===== src/rtl/clock_pkg.sv =====
// Shared constants for the digital-clock datapath: count directions and standard stage moduli.
package clock_pkg;

    localparam logic DIR_UP   = 1'b0;
    localparam logic DIR_DOWN = 1'b1;

    localparam int MOD_SEC   = 60;
    localparam int MOD_HOUR  = 24;
    localparam int MOD_DIGIT = 10;
    localparam int MOD_TENS  = 6;

endpackage


===== src/rtl/bin2bcd8.sv =====
// Combinational binary-to-BCD converter for values 0..99, shared with the display path.
module bin2bcd8 (
    input  logic [6:0] i_bin,
    output logic [7:0] o_bcd
);

    assign o_bcd = {4'(i_bin / 7'd10), 4'(i_bin % 7'd10)};

endmodule


===== src/rtl/mod_counter.sv =====
// Modulo-MOD digit stage: clamped synchronous load, BCD view, same-cycle carry for synchronous chaining.
// Down-count and borrow logic is compiled in only when MOD_COUNTER_DOWN_EN is defined.
module mod_counter
    import clock_pkg::*;
#(
    parameter int MOD   = 6,
    parameter int WIDTH = 8
) (
    input  logic             clk,
    input  logic             rst_n,
    input  logic             en,
    input  logic             dir,
    input  logic             load,
    input  logic [WIDTH-1:0] load_val,
    output logic [WIDTH-1:0] count,
    output logic [7:0]       bcd,
    output logic             carry_out
);

    localparam logic [WIDTH:0]   MOD_W   = (WIDTH+1)'(MOD);
    localparam logic [WIDTH-1:0] MAX_VAL = WIDTH'(MOD - 1);

    logic [WIDTH-1:0] r_count;
    logic [WIDTH-1:0] w_next;
    logic [WIDTH-1:0] w_stepUp;
    logic [WIDTH-1:0] w_loadVal;
    logic [WIDTH:0]   w_inc;
    logic             w_atMax;
    logic             w_terminal;
    logic [6:0]       w_bin;

    // Step computed one bit wider so the wrap decision is made before writeback.
    assign w_inc     = {1'b0, r_count} + (WIDTH+1)'(1);
    assign w_atMax   = (w_inc == MOD_W);
    assign w_stepUp  = (w_inc >= MOD_W) ? '0 : w_inc[WIDTH-1:0];
    assign w_loadVal = ({1'b0, load_val} < MOD_W) ? load_val : MAX_VAL;

`ifdef MOD_COUNTER_DOWN_EN
    logic [WIDTH:0]   w_dec;
    logic [WIDTH-1:0] w_stepDown;
    logic             w_atZero;
    logic             w_up;

    // Borrow out of the extra bit marks the 0 -> MOD-1 wrap.
    assign w_dec      = {1'b0, r_count} - (WIDTH+1)'(1);
    assign w_atZero   = w_dec[WIDTH];
    assign w_stepDown = w_atZero ? MAX_VAL : w_dec[WIDTH-1:0];
    assign w_up       = (dir == DIR_UP);
    assign w_terminal = w_up ? w_atMax : w_atZero;

    always_comb begin
        w_next = r_count;
        if (load) begin
            w_next = w_loadVal;
        end else if (en) begin
            w_next = w_up ? w_stepUp : w_stepDown;
        end
    end
`else
    logic w_unusedDir;

    assign w_unusedDir = dir;
    assign w_terminal  = w_atMax;

    always_comb begin
        w_next = r_count;
        if (load) begin
            w_next = w_loadVal;
        end else if (en) begin
            w_next = w_stepUp;
        end
    end
`endif

    always_ff @(posedge clk or negedge rst_n) begin
        if (!rst_n) begin
            r_count <= '0;
        end else begin
            r_count <= w_next;
        end
    end

    assign count     = r_count;
    assign carry_out = en & ~load & w_terminal;
    assign w_bin     = 7'(r_count);

    bin2bcd8 u_bin2bcd8 (
        .i_bin (w_bin),
        .o_bcd (bcd)
    );

endmodule

===== config.mk =====
export PLATFORM = sky130hd
export DESIGN_NAME = mod_counter
export DESIGN_NICKNAME = d
export VERILOG_FILES = /design/src/rtl/clock_pkg.sv /design/src/rtl/bin2bcd8.sv /design/src/rtl/mod_counter.sv
export SDC_FILE = /design/constraint.sdc
export NUM_CORES = 1
export LEC_CHECK = 0
export ABC_AREA = 1
export BUFFER_PORTS_ARGS = -buffer_cell sky130_fd_sc_hd__buf_2
export CORE_MARGIN = 1.5
export CORE_UTILIZATION = 30
export DETAILED_ROUTE_END_ITERATION = 16
export GPL_TIMING_DRIVEN = 0
export SLEW_MARGIN = 10
export SYNTH_ARGS = -nofsm -noshare
export SYNTH_HDL_FRONTEND = slang
export SYNTH_SLANG_ARGS = --single-unit

===== constraint.sdc =====
create_clock -name clk -period 2.8 [get_ports clk]
set_clock_uncertainty 0.05 [all_clocks]
set_input_delay 0.56 -clock clk [delete_from_list [all_inputs] [get_ports clk]]
set_output_delay 0.56 -clock clk [all_outputs]
set_load 0.02 [all_outputs]

Word-level counts from Yosys, hierarchy flattened
Index checks and enable logic that the tools add are counted.
- bits in registers: 8
- bits in latches: 0
- memory bits (writable): 0
- memory bits (read-only): 0
- input port bits: 13
- output and inout port bits: 17
- word-level logic and storage cells: 15
- memories: 0
- add/subtract/negate cells: 1
- $mul: 0
- div/mod/pow operators: 2
- $lt $le $gt $ge: 2
- equality and inequality tests: 1
- shifts and indexed selects: 0
- muxes and demuxes: 4
- bitwise gates (word level): 3
- reduce and logical (&&, ||, !) cells: 1
- operators by type and width (operator ; count):
    $mux 8 ; 4
    $add 8x1->9 const B ; 1
    $eq 9x3->1 const B ; 1
    $ge 9x3->1 const B ; 1
    $lt 8x3->1 const B ; 1
    $div 7x4->7 const B ; 1
    $mod 7x4->7 const B ; 1
    $and 1x1->1 ; 2
    $reduce_bool 2->1 ; 1
    $not 1->1 ; 1

Depth between registers and ports, before layout
Gate-level depths: netlist of the first run.
- depth after elaboration: 5
- depth in mapped cells: 19

Modules after synthesis
A second synthesis of the first run with hierarchy kept.
- cell total of the unflattened synthesis: 149
- area, all modules: 939.7 um^2
- by module, submodules not included (module ; instances ; cells each ; area each (um^2)):
    mod_counter ; 1 ; 86 ; 586.8
    bin2bcd8 ; 1 ; 63 ; 352.8

Least setup slack after synthesis of the first run
Ideal clock, no wire load.
- kind: register -> output
- from: reg r_count[4] (netlist: count[4])
- to: out bcd[1]
- arrival: 2.266 ns
- required time: 2.190 ns
- path slack: -0.076 ns
- cell stages (with the launch flop): 18
- cell sequence: dfrtp_1 -> inv_2 -> a21oi_1 -> nand2_1 -> nand3_1 -> nand2_2 -> nand2_2 -> nand2_2 -> nand2_4 -> nand2_1 -> nand2_1 -> inv_1 -> ha_1 -> inv_1 -> nand3_4 -> nand3_2 -> nand2_1 -> nand2_1
- cells in the longest elaborated chain, start to end: 1
- RTL lines (item ; RTL line ; text):
    from (decl) ; mod_counter.sv:23 ; logic [WIDTH-1:0] r_count;
    from (signal assigned) ; mod_counter.sv:79 ; r_count <= w_next;
    $mod 7x4->7 ; bin2bcd8.sv:7 ; assign o_bcd = {4'(i_bin / 7'd10), 4'(i_bin % 7'd10)};
    to (decl) ; mod_counter.sv:16 ; output logic [7:0] bcd,
No other way between the ends.

Final worst setup path of the first run
- from: reg r_count[6] (netlist: count[6])
- to: out bcd[3]
The elaborated chain is that of the path after synthesis.

==> results of run 1 <==
[worst max-delay path: stages (launching register included)]
cell and delay [ps]:
sky130_fd_sc_hd__dfrtp_2 460, sky130_fd_sc_hd__nand2_2 100, sky130_fd_sc_hd__nand2_2 50, sky130_fd_sc_hd__nand2_2 80
sky130_fd_sc_hd__nand2_2 70, sky130_fd_sc_hd__o21ai_2 80, sky130_fd_sc_hd__nand2_2 100, sky130_fd_sc_hd__nand2_2 130
sky130_fd_sc_hd__nand3_2 130, sky130_fd_sc_hd__nand2_4 110, sky130_fd_sc_hd__inv_2 40, sky130_fd_sc_hd__ha_4 150
sky130_fd_sc_hd__inv_2 60, sky130_fd_sc_hd__nand3_4 90, sky130_fd_sc_hd__buf_4 150, sky130_fd_sc_hd__nand2_2 40
sky130_fd_sc_hd__inv_1 40, sky130_fd_sc_hd__buf_6 120
[metrics by stage]
stage / total power, mW / TNS (ps)
CTS: 0.3145 / -88.09
detailed placement: 0.2105 / -162.2
floorplan: 0.1811 / 0
global placement: 0.2091 / 0
global route: 0.3400 / -784.0
finish: 0.3161 / -161.0
[worst max path at each step]
stage                         from  endpoint
final                     count[6]    bcd[3]
after global placement    count[4]    bcd[1]
after CTS                 count[6]    bcd[2]
after detailed placement  count[4]    bcd[2]
after global routing      count[6]    bcd[2]
after floorplan           count[4]    bcd[1]
[logic make-up after synthesis]
group	after synthesis
DFF	8
AOI/OAI and AO/OA	17
and+or+nand+nor	65
buffers and inverters	24
adders and majority gates	5
xor gates and xnor gates	4
[power by group through the flow]
stage | Combinational, mW | Clock [mW] | Sequential [mW]
2_1_floorplan | 0.0474 | 0 | 0.134
3_3_place_gp | 0.0779 | 0 | 0.131
3_5_place_dp | 0.0790 | 0 | 0.132
4_1_cts | 0.0907 | 0.0943 | 0.130
5_1_grt | 0.107 | 0.102 | 0.132
6_report | 0.0953 | 0.0907 | 0.130
[metal layers]
layer | GRT usage (%) | wire (µm) | share of wire, %
met5 | 0 | 0 | 0
met4 | 2.787 | 0 | 0
met3 | 1.405 | 89 | 4.1
met2 | 26.19 | 1140 | 53
met1 | 16.98 | 920 | 43
[repair_timing]
item,4_1_cts,5_1_grt
buffers inserted,21,5
endpoints found under the setup margin,5,5
hold buffers,0,0
pin swaps,8,13
gates resized for setup,21,24
[cell type report]
type	count	area [µm²]
Buffer	1	7.507
Clock buffer	4	26.28
Fill cell	256	1191
Inverter	23	88.84
Multi-Input combinational cell	91	634.4
Sequential cell	8	206.4
Tap cell	30	37.54
Timing Repair Buffer	49	330.3
[cells in the mapped netlist (2+ instances only)]
master                    instances  share of area (%)
sky130_fd_sc_hd__inv_1           22                 10
sky130_fd_sc_hd__a21oi_1          6                3.7
sky130_fd_sc_hd__nand4_1          3                2.3
sky130_fd_sc_hd__o21ai_0          7                4.3
sky130_fd_sc_hd__dfrtp_1          8                 24
sky130_fd_sc_hd__nor3_1           4                2.4
sky130_fd_sc_hd__ha_1             5                7.6
sky130_fd_sc_hd__xor2_1           4                4.3
sky130_fd_sc_hd__nor2_1          13                6.0
sky130_fd_sc_hd__nand3_1          7                4.3
sky130_fd_sc_hd__nand2_1         23                 11
sky130_fd_sc_hd__nand2_2          6                4.6
sky130_fd_sc_hd__nor4_1           2                1.5
==> flow_metrics.tcl, run 1 <==
set metrics [dict create \
    insertedDiodeCount 0 \
    first_global_vias 920 \
    cts_root_buf "sky130_fd_sc_hd__clkbuf_4" \
    worst_ir_drop_vdd_uv 270.4 \
    grt_setup_unrepaired "yes" \
    p_comb_share_pct 30.1 \
    synth-async-reset-ratio_pct 100.0 \
    placed_instance_count 181 \
    clk_latency_ps 240 \
    r2r-start "count[0]" \
    gp_congestion 0.8280 \
    clock.fmax_mhz 348.6 \
    synth_mux_area_share_pct 0 \
    ys_ff_latch 8 \
    max_cap_viol_count 0 \
    fin_cells 206 \
    post_synth_xor_area_fraction_pct 4.275 \
    yosys_warnings 0 \
    synthesis.nets 141 \
    netlist_area_um2 819.5 \
    avgViaCountPerCell 4.718 \
    synth-edff-count 0 \
    main_combinational_cell_family_by_area_after_synthesis "simple AND/OR/NAND/NOR gates" \
    slew_viols_final 0 \
    starting_utilization_of_the_core_area_pct 32.49 \
    period_utilization_pct 102.5 \
    synth_fa_ha_area_share_pct 7.634 \
    dpl_worst_slack_ps -86.26 \
    placed_cell_area_um2 1001 \
    post-route-cell-area_um2 1331 \
    r2r_cells 8 \
    post-route-worst-setup-slack_ps -68.91 \
    wire_per_inst_um 10.44 \
    drtIter0Drc 9 \
    port-buffer-count 28 \
    pin_count_of_the_biggest_net_entering_global_routing 10 \
    final_core_density_pct 52.78 \
    syn_avg_cell_area_um2 6.663 \
    drt-total-wl_um 2150 \
    rrSetupSlack_ps 890 \
    largest_register_ff_count 8 \
    worst_slew_pin_tran_ps 454.7 \
    die-area_um2 3054 \
    finalSetupViolCount 3 \
    grt_antenna_before_repair 0 \
    total_leakage_power_nw 0.7515 \
    yosys.area_share.simple_pct 40.15 \
    grt_util_all_layers_pct 13.92 \
    slew-limit-headroom_pct 69.41 \
    number_of_sinks_driven_by_the_clock_tree 8 \
    power-per-cell-area_nw_per_um2 237.5 \
    p_int_mw 0.2146 \
    holdWs_ps 90.47 \
    synth_compound_gate_area_share_pct 12.06 \
    timing.critical_path.to_type "primary output" \
    path_class "flop to primary output" \
    final.min_clock_period_ps 2869 \
    violations "negative setup slack" \
    post-route-drc-count 0 \
    vias 972 \
    die_y_um 55.27 \
    power.clock.fraction_pct 28.7 \
    layout_cells_sized_above_1_pct 53.98 \
    area_growth_syn_to_layout_pct 62.44 \
    holdCritPathClass "input port to asynchronous set/reset pin" \
    htreeDepth 1 \
    cp_data_required_time_ps 2190 \
    finalNetCount 195 \
    cts_tree "built" \
    run_status "complete, but fails checks" \
    cts_buffers 3 \
    final_antenna_net_count 0 \
    clock_path_buffers 2 \
    dominantRegCellSynth "sky130_fd_sc_hd__dfrtp_1" \
    die_w_um 55.27 \
    residual_overflow_from_global_routing 0 \
    grt_first_pass_wirelength_um 3698 \
    final-hold-violation-count 0 \
    placed_wire_length_estimate_um 1557 \
    synth_sequential_area_ratio_pct 24.43 \
    rows 18 \
    cp_data_arrival_time_ps 2260 \
    syn_inst 123 \
    core-area_um2 2522 \
    most_frequent_cells_in_the_layout "sky130_fd_sc_hd__buf_2 (24), sky130_fd_sc_hd__buf_4 (20), sky130_fd_sc_hd__inv_1 (18)" \
    start_kind "flop" \
    netSwitchingFraction_pct 32.11 \
    p_sw_mw 0.1015 \
    pwr-share-seq_pct 41.2 \
    yosys.cell_types.count 26 \
    cts.reportedPaths.clkPinSlew_ps 60 \
    layout.cells.most_common "sky130_fd_sc_hd__buf_2" \
    drt-pass1-iter-count 4 \
    io-pin-count 30 \
    r2r-end "count[2]" \
    cp_max_fo 7 \
]
No activity file was read; power rests on OpenSTA's default activity.
==> inputs of run 2 (changes only) <==
==> constraint.sdc (replaced) <==
create_clock -name clk -period 2.8 [get_ports clk]
set_clock_uncertainty 0.05 [all_clocks]
set_input_delay 0 -clock clk [delete_from_list [all_inputs] [get_ports clk]]
set_output_delay 0 -clock clk [all_outputs]
set_load 0.02 [all_outputs]
==> run 2 against run 1 <==
  * The flow now finishes without violations
  * Register-to-register slack worse by 140 ps
  * Via count down 10%
  * Sequential power hardly changed
  * Sequential cell count unchanged
  * Utilization down 11 points
  * Clock power decreased by 12%
  * Fmax grew 13%
  * Non-clock buffer count shrank 19
  * Critical path type unchanged
==> flow_metrics.tcl, run 2 (same netlist as run 1, synthesis figures left out) <==
set metrics [dict create \
    cts.reportedPaths.clkPinSlew_ps 50 \
    clock_path_buffers 2 \
    cts_root_buf "sky130_fd_sc_hd__clkbuf_4" \
    die-area_um2 3054 \
    wire_per_inst_um 9.892 \
    core-area_um2 2522 \
    drt-total-wl_um 1840 \
    finalNetCount 176 \
    clk_latency_ps 240 \
    clock.fmax_mhz 393.1 \
    pwr-share-seq_pct 44.8 \
    layout.cells.most_common "sky130_fd_sc_hd__buf_2" \
    number_of_sinks_driven_by_the_clock_tree 8 \
    worst_slew_pin_tran_ps 458.8 \
    grt_antenna_before_repair 0 \
    p_comb_share_pct 27.6 \
    vias 875 \
    power-per-cell-area_nw_per_um2 276.8 \
    io-pin-count 30 \
    drtIter0Drc 26 \
    area_growth_syn_to_layout_pct 27.63 \
    grt_first_pass_wirelength_um 3208 \
    pin_count_of_the_biggest_net_entering_global_routing 10 \
    post-route-drc-count 0 \
    rows 18 \
    final-hold-violation-count 0 \
    drt-pass1-iter-count 4 \
    die_y_um 55.27 \
    starting_utilization_of_the_core_area_pct 32.49 \
    layout.filler_cells 283 \
    total_leakage_power_nw 0.6172 \
    grt_util_all_layers_pct 12.34 \
    slew_viols_final 0 \
    die_w_um 55.27 \
    cp_data_required_time_ps 2750 \
    layout.area.seq_um2 203.9 \
    layout_cells_sized_above_1_pct 31.41 \
    final_antenna_net_count 0 \
    most_frequent_cells_in_the_layout "sky130_fd_sc_hd__buf_2 (28), sky130_fd_sc_hd__inv_1 (22), sky130_fd_sc_hd__nand2_1 (22)" \
    r2r_cells 8 \
    max_cap_viol_count 0 \
    gp_congestion 0.7824 \
    crit_slowest_cell "sky130_fd_sc_hd__dfrtp_2" \
    max_stage_delay_ps 410 \
    finalSetupViolCount 0 \
    critical_path.endpoint "bcd[1]" \
    fin_total_pwr_mw 0.2896 \
    port-buffer-count 28 \
    avgViaCountPerCell 4.704 \
    start_kind "flop" \
    power.clock.fraction_pct 27.6 \
    final.min_clock_period_ps 2544 \
    worst_ir_drop_vdd_uv 231.7 \
    cts_tree "built" \
    residual_overflow_from_global_routing 0 \
    series_of_cell_instances_along_the_critical_path "inv_2 -> a21oi_1 -> nand2_2 -> nand3_1 -> nand2_2 -> nand2_2 -> nand2_2 -> nand2_4 -> nand2_1 -> nand2_1 -> inv_1 -> ha_1 -> inv_1 -> nand3_4 -> nand3_2 -> nand2_1 -> nand2_1 -> buf_2" \
    first_global_vias 815 \
    htreeDepth 1 \
    r2r-end "count[1]" \
    placed_instance_count 181 \
    placed_wire_length_estimate_um 1598 \
    cts_buffers 3 \
    multi_input_area_um2 528.0 \
    grt_setup_unrepaired "no" \
    run_status "finished clean" \
    fin_cells 186 \
    fin_setup_tns_ps 0 \
    final_core_density_pct 41.47 \
    path_class "flop to primary output" \
    slew-limit-headroom_pct 69.13 \
    p_int_mw 0.2006 \
    insertedDiodeCount 0 \
    period_utilization_pct 90.86 \
    largest_register_ff_count 8 \
    netSwitchingFraction_pct 30.73 \
    p_sw_mw 0.08899 \
    holdCritPathClass "input port to flop" \
    rrSetupSlack_ps 750 \
    postCtsSetupBuffers 0 \
    crit_start "count[4]" \
    timing.critical_path.to_type "primary output" \
    r2r-start "count[1]" \
    cp_max_fo 8 \
    cp_data_arrival_time_ps 2490 \
]
## run 2: cell types whose count changed in the layout (fill, tap and decap cells not counted), sizes merged
cell,previous run,this run
buf,50,29
dlygate4sd3,0,2
clkbuf,4,3
## run 2: layer usage
layer | global-route usage, % | wire (µm) | up-vias
met2 | 20.75 | 880 | 21
met1 | 16.33 | 886 | 385
met4 | 6.272 | 25 | 0
met3 | 0 | 48 | 4
met5 | 0 | 0 | -
li1 | - | - | 465
## run 2: through the flow
stage	setup slack, ps	area, µm²	hold WS (ps)
2_1_floorplan	484.1	819.5	-345.6
3_3_place_gp	518.7	997.2	-207.9
3_5_place_dp	458.6	997.2	-205.5
4_1_cts	185.1	1040	16.30
5_1_grt	5.945	1046	30.28
6_report	255.8	1046	27.34
## run 2: worst min-delay path by stage
stage                      from        to  slack, ps  depth (start not counted)
after global routing       load  count[1]         30                          3
after floorplan           rst_n  count[0]       -350                          0
after detailed placement  rst_n  count[2]       -210                          1
final                      load  count[1]         30                          3
after global placement    rst_n  count[2]       -210                          1
after CTS                  load  count[1]         20                          3
## run 2: repair_timing
action	in CTS	in global routing
hold buffers	2	0
hold endpoints to repair	9	0
endpoints found under the setup margin	0	2
resized for setup	0	4
## run 2: cell type report
cell class	instances	area share, %
multi-input cells	91	50.48
flip-flops and latches	8	19.50
repair buffers	30	15.31
inverters	23	8.254
well taps	30	3.589
clock buffers	3	2.153
plain buffers	1	0.7177
## run 2: worst max-delay path, delay by kind of cell, from the launching register on
family	cells	cell delay, ps
AND/OR/NAND/NOR	12	1040
adder cells (fa/ha/maj)	1	180
flip-flops	1	410
AO/OA/AOI/OAI	1	250
buffers and inverters	4	380
## run 2: power by group through the flow
stage	clock, mW	combinational, mW	sequential, mW
6_report	0.0800	0.0800	0.130
3_3_place_gp	0	0.0779	0.131
4_1_cts	0.0847	0.0810	0.130
5_1_grt	0.0967	0.0906	0.131
3_5_place_dp	0	0.0786	0.132
2_1_floorplan	0	0.0474	0.134
